## src/rtl/pipeline_hazard_ctrl_pkg.sv

```systemverilog
// Shared CPU types: FSM states and register-index constants.
// Imported by the hazard controller and its RAW comparator.
package cpu_pkg;

  localparam int REG_W = 5;
  localparam logic [REG_W-1:0] REG_ZERO = 5'd0;

  typedef enum logic [1:0] {
    RUN  = 2'd0,
    WAIT = 2'd1,
    ERR  = 2'd2
  } mem_state_t;

endpackage

```

## src/rtl/pipeline_hazard_ctrl_if.sv

```systemverilog
// Level request/ack handshake to the data memory / NIC port.
// master = hazard controller, slave = memory side.
interface pipeline_hazard_ctrl_if;

  logic dmem_req;
  logic dmem_we;
  logic dmem_ack;

  modport master (
    output dmem_req,
    output dmem_we,
    input  dmem_ack
  );

  modport slave (
    input  dmem_req,
    input  dmem_we,
    output dmem_ack
  );

endinterface

```

## src/rtl/pipeline_hazard_ctrl_detect.sv

```systemverilog
// RAW comparator between the ID sources and the EXMEM destination.
// r0 never matches; WB producers are covered by write-before-read.
module hazard_detect
  import cpu_pkg::*;
(
  input  logic [REG_W-1:0] id_rA,
  input  logic [REG_W-1:0] id_rB,
  input  logic             id_rA_used,
  input  logic             id_rB_used,
  input  logic [REG_W-1:0] exmem_rD,
  input  logic             exmem_wrEn,
  output logic             hit_a,
  output logic             hit_b,
  output logic             rhaz
);

  logic prod;

  assign prod  = exmem_wrEn & (exmem_rD != REG_ZERO);
  assign hit_a = prod & id_rA_used & (id_rA == exmem_rD);
  assign hit_b = prod & id_rB_used & (id_rB == exmem_rD);
  assign rhaz  = hit_a | hit_b;

endmodule

```

## src/rtl/pipeline_hazard_ctrl.sv

```systemverilog
// Hazard/stall sequencer with dmem handshake and timeout watchdog.
// HAZARD_FWD_EN: resolve EXMEM RAW by forwarding instead of a bubble.
module pipeline_hazard_ctrl
  import cpu_pkg::*;
#(
  parameter int MEM_TIMEOUT = 64
) (
  input  logic             clk,
  input  logic             reset,
  input  logic [REG_W-1:0] id_rA,
  input  logic [REG_W-1:0] id_rB,
  input  logic             id_rA_used,
  input  logic             id_rB_used,
  input  logic [REG_W-1:0] exmem_rD,
  input  logic             exmem_wrEn,
  input  logic             exmem_memEn,
  input  logic             exmem_memwrEn,
  input  logic             exmem_br_taken,
  pipeline_hazard_ctrl_if.master dmem,
  output logic             stall_pc,
  output logic             stall_ifid,
  output logic             stall_idex,
  output logic             bubble_idex,
  output logic             flush_ifid,
  output logic             fwd_rA,
  output logic             fwd_rB,
  output logic             mem_timeout
);

  localparam int CNT_W = $clog2(MEM_TIMEOUT + 1);
  localparam logic [CNT_W-1:0] CNT_MAX = CNT_W'(MEM_TIMEOUT);

  mem_state_t       state, state_n;
  logic [CNT_W-1:0] cnt, cnt_n, cnt_inc;
  logic             req, mstall;
  logic             hit_a, hit_b, rhaz;
  logic             in_err, sel_ms, sel_br, sel_hz;

  hazard_detect u_detect (
    .id_rA      (id_rA),
    .id_rB      (id_rB),
    .id_rA_used (id_rA_used),
    .id_rB_used (id_rB_used),
    .exmem_rD   (exmem_rD),
    .exmem_wrEn (exmem_wrEn),
    .hit_a      (hit_a),
    .hit_b      (hit_b),
    .rhaz       (rhaz)
  );

  always_ff @(posedge clk) begin
    if (reset) begin
      state       <= RUN;
      cnt         <= '0;
      mem_timeout <= 1'b0;
    end else begin
      state <= state_n;
      cnt   <= cnt_n;
      if (state_n == ERR)
        mem_timeout <= 1'b1;
    end
  end

  // saturating: never wraps past the watchdog limit
  assign cnt_inc = (cnt == CNT_MAX) ? cnt : cnt + CNT_W'(1);

  always_comb begin
    state_n = state;
    cnt_n   = cnt;
    req     = 1'b0;
    mstall  = 1'b0;
    unique case (state)
      RUN: begin
        mstall = exmem_memEn & ~dmem.dmem_ack;
        if (exmem_memEn) begin
          req = 1'b1;
          if (!dmem.dmem_ack) begin
            state_n = WAIT;
            cnt_n   = '0;
          end
        end
      end
      WAIT: begin
        req    = 1'b1;
        mstall = exmem_memEn & ~dmem.dmem_ack;
        cnt_n  = cnt_inc;
        if (dmem.dmem_ack)
          state_n = RUN;
        else if (cnt_inc == CNT_MAX)
          state_n = ERR;
      end
      ERR: begin
        mstall = 1'b1;
      end
      default: begin
        state_n = RUN;
      end
    endcase
  end

  assign dmem.dmem_req = req;
  assign dmem.dmem_we  = req & exmem_memwrEn;

  assign in_err = (state == ERR);
  assign sel_ms = mstall & ~in_err;
  assign sel_br = exmem_br_taken & ~mstall;
  assign sel_hz = rhaz & ~mstall & ~exmem_br_taken;

  always_comb begin
    stall_pc    = 1'b0;
    stall_ifid  = 1'b0;
    stall_idex  = 1'b0;
    bubble_idex = 1'b0;
    flush_ifid  = 1'b0;
    fwd_rA      = 1'b0;
    fwd_rB      = 1'b0;
`ifdef HAZARD_FWD_EN
    if (!in_err) begin
      fwd_rA = hit_a;
      fwd_rB = hit_b;
    end
`endif
    unique case (1'b1)
      in_err, sel_ms: begin
        stall_pc   = 1'b1;
        stall_ifid = 1'b1;
        stall_idex = 1'b1;
      end
      sel_br: begin
        flush_ifid  = 1'b1;
        bubble_idex = 1'b1;
      end
      sel_hz: begin
`ifndef HAZARD_FWD_EN
        stall_pc    = 1'b1;
        stall_ifid  = 1'b1;
        bubble_idex = 1'b1;
`endif
      end
      default: begin
      end
    endcase
  end

`ifndef HAZARD_FWD_EN
  logic unused_hits;
  assign unused_hits = hit_a ^ hit_b;
`endif

endmodule

```

## src/flat_wrapper.sv

```systemverilog
// flat-port wrapper written by rule: the top's interface ports become plain ports
module pipeline_hazard_ctrl_flat import cpu_pkg::*;
#(
  parameter int MEM_TIMEOUT = 64
)
  (clk, reset, id_rA, id_rB, id_rA_used, id_rB_used, exmem_rD, exmem_wrEn, exmem_memEn, exmem_memwrEn, exmem_br_taken, stall_pc, stall_ifid, stall_idex, bubble_idex, flush_ifid, fwd_rA, fwd_rB, mem_timeout, dmem_dmem_req, dmem_dmem_we, dmem_dmem_ack);
  pipeline_hazard_ctrl_if dmem_i ();
  input  logic clk;
  input  logic reset;
  input  logic [REG_W-1:0] id_rA;
  input  logic [REG_W-1:0] id_rB;
  input  logic id_rA_used;
  input  logic id_rB_used;
  input  logic [REG_W-1:0] exmem_rD;
  input  logic exmem_wrEn;
  input  logic exmem_memEn;
  input  logic exmem_memwrEn;
  input  logic exmem_br_taken;
  output logic stall_pc;
  output logic stall_ifid;
  output logic stall_idex;
  output logic bubble_idex;
  output logic flush_ifid;
  output logic fwd_rA;
  output logic fwd_rB;
  output logic mem_timeout;
  output wire logic [$bits(dmem_i.dmem_req)-1:0] dmem_dmem_req;
  output wire logic [$bits(dmem_i.dmem_we)-1:0] dmem_dmem_we;
  input wire logic [$bits(dmem_i.dmem_ack)-1:0] dmem_dmem_ack;
  assign dmem_dmem_req = dmem_i.dmem_req;
  assign dmem_dmem_we = dmem_i.dmem_we;
  assign dmem_i.dmem_ack = dmem_dmem_ack;
  pipeline_hazard_ctrl #(.MEM_TIMEOUT(MEM_TIMEOUT)) u_core (.clk(clk), .reset(reset), .id_rA(id_rA), .id_rB(id_rB), .id_rA_used(id_rA_used), .id_rB_used(id_rB_used), .exmem_rD(exmem_rD), .exmem_wrEn(exmem_wrEn), .exmem_memEn(exmem_memEn), .exmem_memwrEn(exmem_memwrEn), .exmem_br_taken(exmem_br_taken), .dmem(dmem_i), .stall_pc(stall_pc), .stall_ifid(stall_ifid), .stall_idex(stall_idex), .bubble_idex(bubble_idex), .flush_ifid(flush_ifid), .fwd_rA(fwd_rA), .fwd_rB(fwd_rB), .mem_timeout(mem_timeout));
endmodule
```

## config.mk

```make
export PLATFORM = sky130hd
export DESIGN_NAME = pipeline_hazard_ctrl_flat
export DESIGN_NICKNAME = d
export VERILOG_FILES = /design/src/rtl/pipeline_hazard_ctrl_pkg.sv /design/src/rtl/pipeline_hazard_ctrl_if.sv /design/src/rtl/pipeline_hazard_ctrl_detect.sv /design/src/rtl/pipeline_hazard_ctrl.sv /design/src/flat_wrapper.sv
export SDC_FILE = /design/constraint.sdc
export NUM_CORES = 1
export LEC_CHECK = 0
export BUFFER_PORTS_ARGS = -buffer_cell sky130_fd_sc_hd__buf_4
export CAP_MARGIN = 20
export CELL_PAD_IN_SITES_DETAIL_PLACEMENT = 0
export CELL_PAD_IN_SITES_GLOBAL_PLACEMENT = 1
export CORE_MARGIN = 4
export CORE_UTILIZATION = 35
export DETAILED_ROUTE_END_ITERATION = 8
export GPL_TIMING_DRIVEN = 0
export PLACE_DENSITY_LB_ADDON = 0.15
export SYNTH_ARGS = -nofsm -noshare
export SYNTH_HDL_FRONTEND = slang
export SYNTH_SLANG_ARGS = --single-unit
```

## constraint.sdc

```tcl
create_clock -name clk -period 4.1 [get_ports clk]
set_clock_uncertainty 0.2 [all_clocks]
set_input_delay 0.205 -clock clk [delete_from_list [all_inputs] [get_ports clk]]
set_output_delay 0.205 -clock clk [all_outputs]
set_load 0.005 [all_outputs]
```

==> out/summary.txt <==
Total CTS buffers: 3
Setup TNS: 0 ns
Tot GR Track Use: 13.0%
Vias: 882
CTS tree: done
Fmax: 0.511 GHz
Worst-path clk slew: 0.06 ns
PortBufs: 30
Setup violations, final: 0
H-tree Lvls: 1
Initial Util: 37.5%
Leak: 0.456 nW
Overflow after GRT: 0
Post-synthesis sequential area ratio: 23.7%
Status: complete, no violations
# diodes: 0
Final net count: 171
Synth-to-layout area growth: 33.9%
Startpoint class of the critical path: flop
Worst path required time: 4.05 ns
Fin crit share: 47.7%
DR WL/cell: 11.9 um
Crit Path Max Fanout: 7
Vias/cell: 5.16
Hold Fails Final Rpt: 0
CP Class: flop to flop
DRC errors left: 0
Clk root buf: clkbuf_4
Min-Delay Path Depth: 3
Post-CTS Setup Bufs: 0
Core Area: 2250 um^2
Share of layout cells above drive strength 1: 31.5%
HP Class: input pin to flop
Pwr/cell area: 200 nW/um^2
Io pins: 34
Post-Syn Instances: 109
GPL Wtd Cong: 0.745
Yosys warnings: 0
Pre-antenna DRT Iters: 4
Worst Path Arrival: 1.91 ns
Hold_buf cts: 0
Routed wire length: 2030 um
Worst skew pair latency: 0.27 ns
Clock buffer depth: 2
Netlist cell types: 38
Synth Cell Area: 845 um^2
Sink Count: 10
RSZ-0062 raised after global routing: no
Slew Limit Fails: 0
Post-route antenna net violation count: 0
Post-CTS Resized: 0
VDD IR-drop max: 172 uV
Register bit total from synthesis: 10
Initial antenna violation count: 0
Worst-Margin Slew: 0.550 ns
Crit. End Element: flop
Drt first-iter violations: 22
FP Rows: 17
Total power draw: 0.000227 W
Die H: 57.1 um
Pin count of the biggest net entering global routing: 10
Number of global-route vias before repair: 799
Max-slew headroom: 63.3%
Die width: 57.1 um
Syn Area/Cell: 7.75 um^2
Die area: 3260 um^2
Hpwl dp: 1660 um
First-pass GRT wire length: 3370 um
Tmin final: 1.96 ns
Max Cap Viol: 0
Worst R2R Path Depth: 6
==> power breakdown <==
part           internal [W]  switching [W]
clock network     0.0000339      0.0000338
registers         0.0000982     0.00000179
logic             0.0000339      0.0000250
total              0.000166      0.0000605
==> path summary, 6_finish.rpt <==
| kind | endpoint | slack [ns] | start |
|---|---|---|---|
| setup / recovery | u_core.state[0] | 2.14 | u_core.cnt[0] |
| hold / removal | u_core.state[0] | 0.08 | exmem_memEn |
| setup reg to reg | u_core.state[0] | 2.14 | u_core.cnt[0] |
| hold reg to reg | u_core.mem_timeout | 0.33 | u_core.mem_timeout |
==> layout make-up <==
cell class | count | area [um^2]
inverter | 6 | 22.5
timing repair buffer | 30 | 225
multi-input combinational | 87 | 569
tap | 28 | 35.0
fill | 236 | 1120
buffer | 7 | 56.3
clock buffer | 3 | 22.5
sequential | 10 | 200
==> sequential cells by signal (all words and copies together) (netlist names) <==
| name | count |
|---|---|
| u_core.state | 2 |
| u_core.cnt | 7 |
| u_core.mem_timeout | 1 |
==> cells in the mapped netlist <==
master,count,area [um^2]
nand2_1,12,45.0
nor2_1,12,45.0
dfxtp_1,10,200
xnor2_1,10,87.6
a21oi_1,6,30.0
inv_1,6,22.5
buf_4,4,30.0
nand4_1,4,25.0
o21ai_1,4,20.0
a311oi_1,3,26.3
nand2b_1,3,18.8
a22oi_1,2,15.0
buf_6,2,22.5
ha_1,2,25.0
mux2i_1,2,20.0
nand3_1,2,10.0
nor2_2,2,12.5
nor2b_1,2,12.5
xor2_1,2,17.5
a211o_1,1,8.76
a21bo_1,1,10.0
a31oi_1,1,6.26
a41oi_1,1,8.76
a41oi_2,1,16.3
and2_1,1,6.26
clkbuf_1,1,3.75
conb_1,1,3.75
mux2_1,1,11.3
nand3_2,1,10.0
nand3b_1,1,7.51
nor3_1,1,5.00
nor3b_2,1,12.5
o211ai_1,1,7.51
o22ai_1,1,6.26
o22ai_2,1,12.5
o2bb2ai_1,1,8.76
or2_0,1,6.26
or4_1,1,7.51
==> per-stage QoR <==
step	hold slack (ns)	cell area [um^2]	setup slack, ns	instances	util [%]
4_1_cts	0.0781	1130	2.15	171	50.2
3_3_place_gp	0.304	1110	2.13	168	49.2
6_report	0.0838	1130	2.14	171	50.2
3_5_place_dp	0.311	1110	2.17	168	49.2
5_1_grt	0.0850	1130	2.03	171	50.2
2_1_floorplan	0.228	848	2.29	110	-
==> placed cells by master, fill, tap and decap left out, drive strengths merged, types with 3 or more instances in the layout <==
master and count:
dfxtp 10, inv 6, nand2 12, a311oi 3, xnor2 10, o21ai 4
nor2 14, buf 36, clkbuf 4, nand3 3, nand4 4, nand2b 3
a21oi 6
==> cells by family (layout without fill, tap and decap cells) <==
group                    Yosys count  after routing  synth area share, %
AND/OR/NAND/NOR                   44             44                 26.5
AO/OA/AOI/OAI                     24             24                 20.9
buffers and inverters             13             46                 9.33
XOR/XNOR                          12             12                 12.4
flip-flops                        10             10                 23.7
multiplexers                       3              3                 3.70
adder cells (fa/ha/maj)            2              2                 2.96
other                              1              2                0.444
==> critical path, cell delays in order (launching register included) <==
cell and delay (ns):
dfxtp_1 0.44, ha_1 0.30, nand2_1 0.10, nor2_1 0.19, a22oi_1 0.11, a211o_1 0.34
nor3b_2 0.16
==> layer usage <==
metal | vias up | track usage (%) | part of all wire (%)
met1 | 405 | 16.2 | 45
met2 | 28 | 21.2 | 47
met3 | 5 | 4.30 | 6.7
li1 | 444 | - | -
met5 | - | 0 | 0
met4 | 0 | 3.97 | 1.2
Power figures use the tool's default switching activity.
